File: config.mk
export PLATFORM = sky130hd
export DESIGN_NAME = trap_trigger_ctrl
export DESIGN_NICKNAME = d
export VERILOG_FILES = /design/src/rtl/trap_trigger_ctrl.sv
export SDC_FILE = /design/constraint.sdc
export NUM_CORES = 1
export LEC_CHECK = 0
export BUFFER_PORTS_ARGS = -buffer_cell sky130_fd_sc_hd__buf_2
export CAP_MARGIN = 20
export CORE_MARGIN = 10
export CORE_UTILIZATION = 47
export DETAILED_ROUTE_END_ITERATION = 10
export PLACE_DENSITY = 0.79
export SLEW_MARGIN = 20
export SYNTH_ARGS = -nofsm -noshare
export SYNTH_HDL_FRONTEND = slang
export SYNTH_SLANG_ARGS = --single-unit
File: constraint.sdc
create_clock -name clk -period 2.1 [get_ports clk]
set_input_delay 0.105 -clock clk [delete_from_list [all_inputs] [get_ports clk]]
set_output_delay 0.105 -clock clk [all_outputs]
set_load 0.01 [all_outputs]
File: src/rtl/trap_trigger_ctrl.sv
`default_nettype none
// ============================================================================
// Module   : trap_trigger_ctrl
// Purpose  : Producer side of the PC register's trg redirect interface.
//            Synchronises and edge-detects an asynchronous external trigger.
//            It holds the trigger as a pending request. When the request is
//            enabled and no handler is active, it issues a one-cycle trg_o
//            redirect pulse and captures the return PC (EPC). Re-entry is
//            blocked until the core reports return-from-handler. Every trap
//            that is taken is counted in a saturating counter.
// Ports    : clk          system clock, rising edge
//            rst          asynchronous reset, active low
//            trg_src_i    raw external trigger, asynchronous to clk
//            enable_i     global trap enable (masks firing, keeps pending)
//            ret_i        one-cycle handler-return pulse
//            PC_Next_i    next sequential PC (return address)
//            trg_o        one-cycle redirect pulse
//            EPC_o        saved return PC
//            busy_o       high while in FIRE or HANDLER
//            pending_o    latched trigger not yet serviced
//            trap_cnt_o   saturating count of traps taken
// Revision : 1.0  initial release
// ============================================================================
module trap_trigger_ctrl #(
    parameter int WIDTH     = 32,
    parameter int CNT_WIDTH = 8
) (
    input  logic                 clk,
    input  logic                 rst,
    input  logic                 trg_src_i,
    input  logic                 enable_i,
    input  logic                 ret_i,
    input  logic [WIDTH-1:0]     PC_Next_i,
    output logic                 trg_o,
    output logic [WIDTH-1:0]     EPC_o,
    output logic                 busy_o,
    output logic                 pending_o,
    output logic [CNT_WIDTH-1:0] trap_cnt_o
);

    typedef enum logic [1:0] {
        IDLE    = 2'd0,
        FIRE    = 2'd1,
        HANDLER = 2'd2
    } state_t;

    state_t state;
    state_t state_next;

    logic s1;
    logic s2;
    logic s3;
    logic rise;
    logic fire_start;

    // Three-flop chain. s1/s2 resolve metastability. s3 is the delayed copy
    // used for edge detection, so a level-held trigger yields one rise.
    always_ff @(posedge clk or negedge rst) begin
        if (!rst) begin
            s1 <= 1'b0;
            s2 <= 1'b0;
            s3 <= 1'b0;
        end else begin
            s1 <= trg_src_i;
            s2 <= s1;
            s3 <= s2;
        end
    end

    assign rise       = s2 & ~s3;
    assign fire_start = (state == IDLE) & pending_o & enable_i;

    // FSM state register
    always_ff @(posedge clk or negedge rst) begin
        if (!rst) begin
            state <= IDLE;
        end else begin
            state <= state_next;
        end
    end

    // Next-state and Moore outputs
    always_comb begin
        state_next = state;
        trg_o      = 1'b0;
        busy_o     = 1'b0;
        case (state)
            IDLE: begin
                if (pending_o && enable_i) begin
                    state_next = FIRE;
                end
            end
            FIRE: begin
                trg_o      = 1'b1;
                busy_o     = 1'b1;
                state_next = HANDLER;
            end
            HANDLER: begin
                busy_o = 1'b1;
                if (ret_i) begin
                    state_next = IDLE;
                end
            end
            default: begin
                state_next = IDLE;
            end
        endcase
    end

    // Pending latch, EPC capture and trap counter. A rise that coincides with
    // the IDLE->FIRE edge wins over the clear, so that trigger is kept for a
    // later trap.
    always_ff @(posedge clk or negedge rst) begin
        if (!rst) begin
            pending_o  <= 1'b0;
            EPC_o      <= '0;
            trap_cnt_o <= '0;
        end else begin
            if (rise) begin
                pending_o <= 1'b1;
            end else if (fire_start) begin
                pending_o <= 1'b0;
            end

            if (fire_start) begin
                EPC_o <= PC_Next_i;
                if (trap_cnt_o != {CNT_WIDTH{1'b1}}) begin
                    trap_cnt_o <= trap_cnt_o + CNT_WIDTH'(1);
                end
            end
        end
    end

endmodule
`default_nettype wire

Yosys cells after proc, flatten, opt, wreduce, memory -nomap -nowiden
Cells that the tools add are included.
{ "op_classes": {"add_sub_neg": 1, "n_eq_ne": 5, "mux": 7, "bitwise_logic": 4, "reduce_logical": 6} }
{ "ops": {"columns": ["operator", "count"], "rows": [
  ["$add 8x1->8 const B", 1],
  ["$ne 8x8->1 const B", 1],
  ["$pmux 2 s3", 1],
  ["$mux 1", 4],
  ["$mux 2", 2],
  ["$reduce_and 2->1", 2],
  ["$and 1x1->1", 3],
  ["$eq 2x1->1 const B", 1],
  ["$eq 2x2->1 const B", 1],
  ["$logic_not 2->1", 1],
  ["$ne 2x1->1 const B", 1],
  ["$ne 2x2->1 const B", 1],
  ["$reduce_bool 2->1", 1],
  ["$reduce_or 2->1", 1],
  ["$logic_and 1x1->1", 1],
  ["$not 1->1", 1]
]} }
{ "word_totals": {"ff_bits": 46, "wordCells": 30} }

Longest topological paths before layout
{ "depth": {"ltp_word": 5, "depth_mapped": 7, "ltp_nobuf": 6} }

Least setup slack after synthesis
No wires, ideal clock.
{ "synth_path": {"path_type": "register -> register", "from": "register state[0]", "to": "register trap_cnt_o[7]", "setup_ns": 0.125, "arrival_ns": 1.548, "t_required_ns": 1.975, "setup_slack_ns": 0.427, "path_stages_with_launch": 8, "path_buffers": 1, "synth_period_minus_slack_ns": 1.673, "path_cell_list": "dfrtp_1 -> inv_1 -> ha_1 -> and3_1 -> buf_4 -> nand4_1 -> nor3_1 -> mux2_2"} }
{ "synth_via": {"elab_chain_cells": 4} }
{ "synth_lines": {"columns": ["item", "line_no", "rtl"], "rows": [
  ["start: declaration", "47", "state_t state;"],
  ["start signal: assignment", "78", "state <= state_next;"],
  ["$logic_not 2->1", "71", "assign fire_start = (state == IDLE) & pending_o & enable_i;"],
  ["$and 1x1->1 (2 in series)", "71", null],
  ["$reduce_and 2->1 (no line)", null, null],
  ["end signal: assignment", "128", "trap_cnt_o <= trap_cnt_o + CNT_WIDTH'(1);"],
  ["end: declaration", "38", "output logic [CNT_WIDTH-1:0] trap_cnt_o"]
]} }
No other way between the ends.
A chain may end at the register's enable or synchronous reset.

Worst setup path in the final report
Ends and elaborated chain as after synthesis.

==> metrics <==
status=complete, but fails checks; failing checks=negative hold slack; relative slew slack=78.1%; initial antenna violation count=0; Worst Hold Class=in2reg; Tmin final=1.79 ns; Post-Syn Nets=237; Yosys cell types=22; die width=82.8 µm; Core ar.=3740 µm²; dpl cell area=2320 µm²; VDD IR-drop max=685 µV; # IOs=80; total die area=6860 µm²; first-iteration detailed-routing DRC count=79; initial cell density of the core=49.5%; Yosys reg bits=46; Cells after Synth=195; placed cells=320; count of buffers from port buffering=79; RSZ-0062 raised after global routing=false; Routed WL=4.85 mm; final hold slack=-0.0000472 ns; Final Util=70.4%; pin count of the biggest net entering global routing=33; register area share after synthesis=62.1%; final hold viol count=1; setup TNS=0 ns; area of the multi-input gates=654 µm²; Yosys warnings=0; number of global-route vias before repair=1688; layout cells sized above 1=32.0%; final period utilization=85.5%; most frequent cells in the layout=nand2_1, buf_2, dfrtp_1; GRT Total Usage=14.0%; Worst-path clk slew=0.08 ns; Setup crit start kind=flip-flop; antenna viol nets, final=0; syn avg cell area=9.51 µm²; Worst-Margin Slew=0.328 ns; # setup viols final=0; leakage=1.47 nW; most common library cell in the layout ignoring fill and taps=nand2_1; Final Net Count=345; H-tree Lvls=2; DIE HEIGHT=82.8 µm; Crit path required time=2.29 ns; Clock Sinks=46; Vias=1614; max-cap violations=0; WL per Instance=13.8 µm; Arr. time, crit path=1.98 ns; Pre-antenna DRT Iters=4; Clock Latency Late Sink=0.30 ns; num rows=22; # fillers=304; HPWL Detailed=3.39 mm; CTS buffer count=5; non-filler cells, final=351; Setup Skew=0.00635 ns; clock root cell=clkbuf_8; CP max FO=4; first-pass GRT wire length=8.02 mm; power per cell area=1290 nW/µm²; GP Congestion=0.736; CTS tree=built; GRT Residual Overflow=0; DR vias/cell=4.60; fmax=557 MHz; DRC=0; Sequential Area=1150 µm²; mapped cell area=1850 µm²; ant diodes=0; Layout area overhead=42.2%; crit path kind=reg2reg; Slew Limit Fails=0; CP endpoint kind=flip-flop; Design Area, Final=2640 µm²; CTS max path bufs=2
[worst paths after layout]
check	start	end	slack (ns)	cells after the start
max	state[0]	trap_cnt_o[7]	0.31	6
min	PC_Next_i[18]	EPC_o[18]	-0.00005	3
max reg2reg	state[0]	trap_cnt_o[7]	0.31	6
min reg2reg	s1	s2	0.35	0
max in group asynchronous	rst	EPC_o[30]	1.31	3
min in group asynchronous	rst	s2	0.23	2
[cells in the mapped netlist (all sizes together)]
master | instances | share of area [%]
a21oi | 4 | 1.1
and3 | 1 | 0.34
buf | 1 | 0.41
clkbuf | 6 | 1.2
dfrtp | 46 | 62
ha | 5 | 3.4
inv | 5 | 1.0
mux2 | 3 | 2.0
nand2 | 103 | 21
nand3 | 3 | 1.1
nand4 | 1 | 0.34
nor2 | 3 | 0.61
nor2b | 1 | 0.34
nor3 | 2 | 0.54
nor4 | 1 | 0.34
o21ai | 5 | 2.0
o21bai | 1 | 0.41
or3 | 1 | 0.61
xnor2 | 3 | 1.4
[through the flow]
| stage | setup slack (ns) | power (W) |
|---|---|---|
| floorplan | 0.427 | 0.00227 |
| global placement | 0.389 | 0.00284 |
| detailed placement | 0.304 | 0.00290 |
| CTS | 0.296 | 0.00344 |
| global route | 0.186 | 0.00368 |
| finish | 0.305 | 0.00340 |
[sequential cells by signal, indices dropped and copies added, names as in the netlist]
register / flops
pending_o: 1
EPC_o: 32
state: 2
trap_cnt_o: 8
s1: 1
s2: 1
s3: 1
[worst max-delay path, cell delays in order (launching register included)]
cell and delay (ns):
dfrtp_1 0.40, inv_1 0.12, ha_1 0.19, and3_1 0.27
nand4_1 0.17, nor3_1 0.18, mux2_2 0.35
[area by class of cell]
type                    count  share of cell area, %
clock buffers               5                   2.61
clock inverters             2                  0.380
inverters                   5                  0.712
multi-input cells         137                   24.8
flip-flops and latches     46                   43.7
well taps                  48                   2.28
repair buffers            108                   25.5
[per-layer routing]
layer / GRT usage [%] / share of wire, % / vias up
met5: 0 / 0 / -
met4: 6.46 / 1.5 / 0
met3: 4.49 / 6.8 / 5
met2: 24.0 / 51 / 49
met1: 15.2 / 40 / 740
li1: - / - / 820
[timing repair]
action | CTS | global route
hold buffers | 24 | 0
hold endpoints to repair | 34 | 0
setup buffers | 0 | 0
resized for setup | 0 | 0
[power breakdown]
group          total (W)  switching (W)  internal, W
logic            0.00141       0.000821     0.000585
registers        0.00148       0.000226      0.00126
clock network   0.000506       0.000283     0.000224
[cell families after synthesis]
kind of cell | share of synthesized area (%)
muxes | 2.02
and+or+nand+nor | 25.0
buffers and inverters | 2.63
xor gates and xnor gates | 1.42
AOI/OAI and AO/OA | 3.44
adders and majority gates | 3.37
DFF | 62.1
No activity file was read; power rests on OpenSTA's default activity.
